$ cat src/rtl/gestor_carga_baterias.sv
// Two-battery charge manager: discharges the active battery under load, recharges
// each battery from its own charger, and switches batteries automatically when one empties.
module gestor_carga_baterias #(
  parameter int PASO_DESCARGA = 8,
  parameter int PASO_CARGA    = 16,
  parameter int CARGA_INICIAL = 15
) (
  input  logic       clk,
  input  logic       rst_n,
  input  logic       consumo,
  input  logic       cargador_1,
  input  logic       cargador_2,
  output logic [3:0] carga_bateria1,
  output logic [3:0] carga_bateria2,
  output logic       bateria_activa,
  output logic       sin_energia,
  output logic       cambio
);

  localparam int WD = (PASO_DESCARGA > 2) ? $clog2(PASO_DESCARGA) : 1;
  localparam int WC = (PASO_CARGA > 2) ? $clog2(PASO_CARGA) : 1;
  localparam logic [WD-1:0] ULTIMO_DES = WD'(PASO_DESCARGA - 1);
  localparam logic [WC-1:0] ULTIMO_CAR = WC'(PASO_CARGA - 1);
  localparam logic [3:0]    INICIAL    = 4'(CARGA_INICIAL);

  localparam logic [1:0] USAR_B1  = 2'd0;
  localparam logic [1:0] USAR_B2  = 2'd1;
  localparam logic [1:0] AGOTADAS = 2'd2;

  logic [1:0]    r_state;
  logic [WD-1:0] r_pre_des;
  logic [WC-1:0] r_pre_c1;
  logic [WC-1:0] r_pre_c2;
  logic [3:0]    r_c1;
  logic [3:0]    r_c2;
  logic          r_activa;
  logic          r_sin;
  logic          r_cambio;

  logic [1:0] w_state_next;
  logic       w_activa_next;
  logic       w_cambio_estado;
  logic       w_paso_des;
  logic       w_des1;
  logic       w_des2;
  logic       w_car1;
  logic       w_car2;

  // Simultaneous charge and discharge cancel out; otherwise saturate at 0 and 15.
  function automatic logic [3:0] f_nueva(input logic [3:0] old, input logic des, input logic car);
    if (car && !des && old != 4'd15)
      return old + 4'd1;
    else if (des && !car && old != 4'd0)
      return old - 4'd1;
    else
      return old;
  endfunction

  // FSM reacts to registered charges, so it lags a battery emptying by one cycle.
  always_comb begin
    w_state_next = r_state;
    case (r_state)
      USAR_B1:  if (r_c1 == 4'd0) w_state_next = (r_c2 != 4'd0) ? USAR_B2 : AGOTADAS;
      USAR_B2:  if (r_c2 == 4'd0) w_state_next = (r_c1 != 4'd0) ? USAR_B1 : AGOTADAS;
      AGOTADAS: begin
        if (r_c1 != 4'd0)      w_state_next = USAR_B1;
        else if (r_c2 != 4'd0) w_state_next = USAR_B2;
      end
      default:  w_state_next = USAR_B1;
    endcase
  end

  assign w_activa_next   = (w_state_next == USAR_B2) ? 1'b1 :
                           (w_state_next == USAR_B1) ? 1'b0 : r_activa;
  assign w_cambio_estado = (w_state_next != r_state);
  assign w_paso_des      = consumo && (r_state != AGOTADAS) && (r_pre_des == ULTIMO_DES);
  assign w_des1          = w_paso_des && (r_state == USAR_B1);
  assign w_des2          = w_paso_des && (r_state == USAR_B2);
  assign w_car1          = cargador_1 && (r_pre_c1 == ULTIMO_CAR);
  assign w_car2          = cargador_2 && (r_pre_c2 == ULTIMO_CAR);

  always_ff @(posedge clk or negedge rst_n) begin
    if (!rst_n) begin
      r_state   <= USAR_B1;
      r_pre_des <= '0;
      r_pre_c1  <= '0;
      r_pre_c2  <= '0;
      r_c1      <= INICIAL;
      r_c2      <= INICIAL;
      r_activa  <= 1'b0;
      r_sin     <= 1'b0;
      r_cambio  <= 1'b0;
    end else begin
      r_state  <= w_state_next;
      r_activa <= w_activa_next;
      r_sin    <= (w_state_next == AGOTADAS);
      r_cambio <= (w_activa_next != r_activa);
      r_c1     <= f_nueva(r_c1, w_des1, w_car1);
      r_c2     <= f_nueva(r_c2, w_des2, w_car2);

      // Partial discharge count is lost whenever the load drops or the battery changes.
      if (!consumo || w_cambio_estado)
        r_pre_des <= '0;
      else if (r_state != AGOTADAS)
        r_pre_des <= (r_pre_des == ULTIMO_DES) ? '0 : r_pre_des + 1'b1;

      if (!cargador_1)
        r_pre_c1 <= '0;
      else
        r_pre_c1 <= (r_pre_c1 == ULTIMO_CAR) ? '0 : r_pre_c1 + 1'b1;

      if (!cargador_2)
        r_pre_c2 <= '0;
      else
        r_pre_c2 <= (r_pre_c2 == ULTIMO_CAR) ? '0 : r_pre_c2 + 1'b1;
    end
  end

  assign carga_bateria1 = r_c1;
  assign carga_bateria2 = r_c2;
  assign bateria_activa = r_activa;
  assign sin_energia    = r_sin;
  assign cambio         = r_cambio;

endmodule
$ cat config.mk
export PLATFORM = sky130hd
export DESIGN_NAME = gestor_carga_baterias
export DESIGN_NICKNAME = d
export VERILOG_FILES = /design/src/rtl/gestor_carga_baterias.sv
export SDC_FILE = /design/constraint.sdc
export NUM_CORES = 1
export LEC_CHECK = 0
export ABC_AREA = 1
export CAP_MARGIN = 20
export CORE_ASPECT_RATIO = 1.5
export CORE_UTILIZATION = 45
export DETAILED_ROUTE_END_ITERATION = 6
export DONT_BUFFER_PORTS = 1
export GPL_ROUTABILITY_DRIVEN = 0
export PLACE_DENSITY_LB_ADDON = 0.2
export SYNTH_ARGS = -nofsm -noshare
export SYNTH_HDL_FRONTEND = slang
export SYNTH_SLANG_ARGS = --single-unit
$ cat constraint.sdc
create_clock -name clk -period 4 [get_ports clk]
set_input_delay 1.2 -clock clk [delete_from_list [all_inputs] [get_ports clk]]
set_output_delay 1.2 -clock clk [all_outputs]
set_load 0.02 [all_outputs]
==> out/results.txt <==
Pint -> 391 uW
DR WL/cell -> 12.0 um
1st-pass router iterations -> 4
Sw Share -> 0.201
CP peak stage delay -> 0.37 ns
Sequential Power Share -> 0.531
Routed Antenna Nets -> 0
crit path launch type -> input pin
Die Area -> 3410 um2
Initial Utilization -> 0.481
Rows -> 24
via count -> 1104
Reg clk slew, reported paths -> 0.08 ns
final setup TNS -> 0 ns
P_sw -> 98.1 uW
cell chain of the critical path -> nand2_1 -> inv_1 -> nand2_1 -> nand3_2 -> ha_1 -> nand2_1 -> nand2_1 -> nor2_1 -> inv_1 -> nand2_1 -> nand3_1 -> nand2_1 -> nand2_1
Setup Buffers After CTS -> 0
Num Clock Sinks -> 24
CORE AREA -> 2970 um2
worst-skew pair later-pin latency -> 0.27 ns
WP data arrival -> 2.55 ns
pwr dens -> 316 nW/um2
H-tree depth -> 1
Inserted Clock Buffers -> 3
Seq/Total Area, Yosys -> 0.427
All-Layer GR Usage -> 0.199
peak supply drop -> 0.240 mV
Post-Syn Area per Cell -> 8.16 um2
share of layout cells above drive strength 1 -> 0.156
final count of hold timing violations -> 0
Max-slew headroom -> 0.811
drt drc -> 0
clock buffer depth -> 2
Tot Pwr -> 489 uW
Hold Crit Class -> reg -> reg
CP required -> 4.21 ns
largest net degree at the start of global routing -> 25
PortBufs -> 0
Crit Path Class -> in -> reg
number of distinct library cells after synthesis -> 22
chip height -> 71.0 um
CTS Hold Bufs -> 0
Crit. End Element -> register
P_leak -> 0.000776 uW
syn_nets -> 190
unrepaired setup endpoints after global routing -> false
initial antenna violation count -> 0
first-pass GRT wire length -> 4820 um
max-cap violations -> 0
Die W -> 48.0 um
post-synthesis cell count -> 175
outcome -> completed
#FFs+latches synth -> 24
total gr overflow -> 0
pre-CTS WS -> 1.37 ns
clock power share -> 0.438
DRT Wirelength -> 2620 um
setup ws final -> 1.66 ns
CP most frequent cell -> nand2_1
Highest Clock Rate -> 427 MHz
post_cts resized -> 0
Slew @ Worst Pin -> 0.282 ns
Final period util -> 0.586
number of diodes -> 0
synth warn -> 0
TritonCTS clock tree -> done
DRT iter0 DRCs -> 13
Tmin final -> 2.34 ns
top post-synthesis cells by area -> dfrtp_1, dfstp_2, nand2_1, ha_1, nor2_1
Max Slew Vio Count -> 0
Post-Syn Area -> 1430 um2
Logic pwr share -> 0.032
I/O Pins -> 16
area share of the largest cell type after synthesis -> 0.280
Final Skew -> 0.00147 ns
CP Max Fanout -> 6
post-synth top area cell -> dfrtp_1
Crit-path slowest cell -> ha_1
detailed placer's ending HPWL -> 2060 um
Area growth, synth to finish -> 8.41%
# setup viols final -> 0
CTS root buf -> clkbuf_8
fillcell total -> 280
Via density -> 5.06
number of global-route vias before repair -> 1146
count of nets after finishing -> 195
[layout make-up]
cell class                 instances  area [um2]  area share
tap                               39        48.8      0.0315
inverter                          24        90.1      0.0582
sequential                        24         611       0.394
multi-input combinational        127         728       0.470
clock inverter                     1        30.0      0.0194
clock buffer                       3        41.3      0.0267
[metrics by stage]
| step | hold WS (ns) | utilization | area [um2] | std cells |
|---|---|---|---|---|
| 5_1_grt | 0.482 | 0.521 | 1550 | 218 |
| 4_1_cts | 0.463 | 0.521 | 1550 | 218 |
| 2_1_floorplan | 0.430 | - | 1430 | 175 |
| 3_3_place_gp | 0.440 | 0.497 | 1480 | 214 |
| 6_report | 0.465 | 0.521 | 1550 | 218 |
| 3_5_place_dp | 0.451 | 0.497 | 1480 | 214 |
[final timing paths]
kind / from / end / slack, ns / cells past startpoint
max: consumo / carga_bateria2[3] / 1.66 / 13
min: r_pre_c2[0] / r_pre_c2[0] / 0.46 / 1
max reg2reg: r_pre_des[0] / carga_bateria2[3] / 1.72 / 15
min reg2reg: r_pre_c2[0] / r_pre_c2[0] / 0.46 / 1
max in group asynchronous: rst_n / carga_bateria2[1] / 3.22 / 0
min in group asynchronous: rst_n / r_pre_c2[2] / 0.61 / 0
[critical path: cells and delay by family]
family / cells / cell delay, ns
AND/OR/NAND/NOR: 10 / 0.86
buffers and inverters: 2 / 0.12
adder cells (fa/ha/maj): 1 / 0.37
[per-layer routing]
layer	vias to the layer above	track usage	part of all wire
met4	0	0.0833	0.023
met5	-	0	0
met1	517	0.214	0.38
met3	5	0.0332	0.035
met2	19	0.357	0.56
li1	563	-	-
[cell usage after synthesis]
library cell	instances
dfstp_2	8
or2_2	2
o21ai_0	2
nand2_2	1
nand2_4	2
nand3_4	1
nor2_1	25
o21bai_1	1
nand3_1	15
xor2_1	2
fa_1	2
nand2_1	42
nor2_2	3
inv_2	2
nand3_2	3
a21oi_1	7
dfrtp_1	16
nor2_4	2
nand4_1	7
inv_1	22
ha_1	8
xnor2_1	2
[cell families (layout without fill, tap and decap cells)]
kind of cell	count (synthesis)	count (layout)	synth area share
adders and majority gates	10	10	0.0981
buffers and inverters	24	28	0.0630
and+or+nand+nor	103	103	0.350
AOI/OAI and AO/OA	10	10	0.0368
DFF	24	24	0.427
xor gates and xnor gates	4	4	0.0245
[cell usage in the layout, fill, tap and decap left out, types with 3 or more instances in the layout]
master	count
nand2_1	42
nor2_1	25
inv_1	22
dfrtp_1	16
nand3_1	15
ha_1	8
dfstp_2	8
nand4_1	7
a21oi_1	7
nor2_2	3
nand3_2	3
clkbuf_8	3
[registers in the layout (all words and copies together) (netlist names)]
register and flops:
r_state 2, bateria_activa 1, r_pre_c2 4, r_pre_des 3, r_pre_c1 4, cambio 1, carga_bateria1 4, carga_bateria2 4
sin_energia 1
[power by group through the flow]
stage	logic, uW	registers, uW	clock network, uW
after CTS	15.7	260	220
after global placement	15.1	263	0
after detailed placement	15.7	264	0
final	15.5	259	214
after global routing	18.7	261	232
after floorplan	13.4	262	0
No activity file was read; power rests on OpenSTA's default activity.
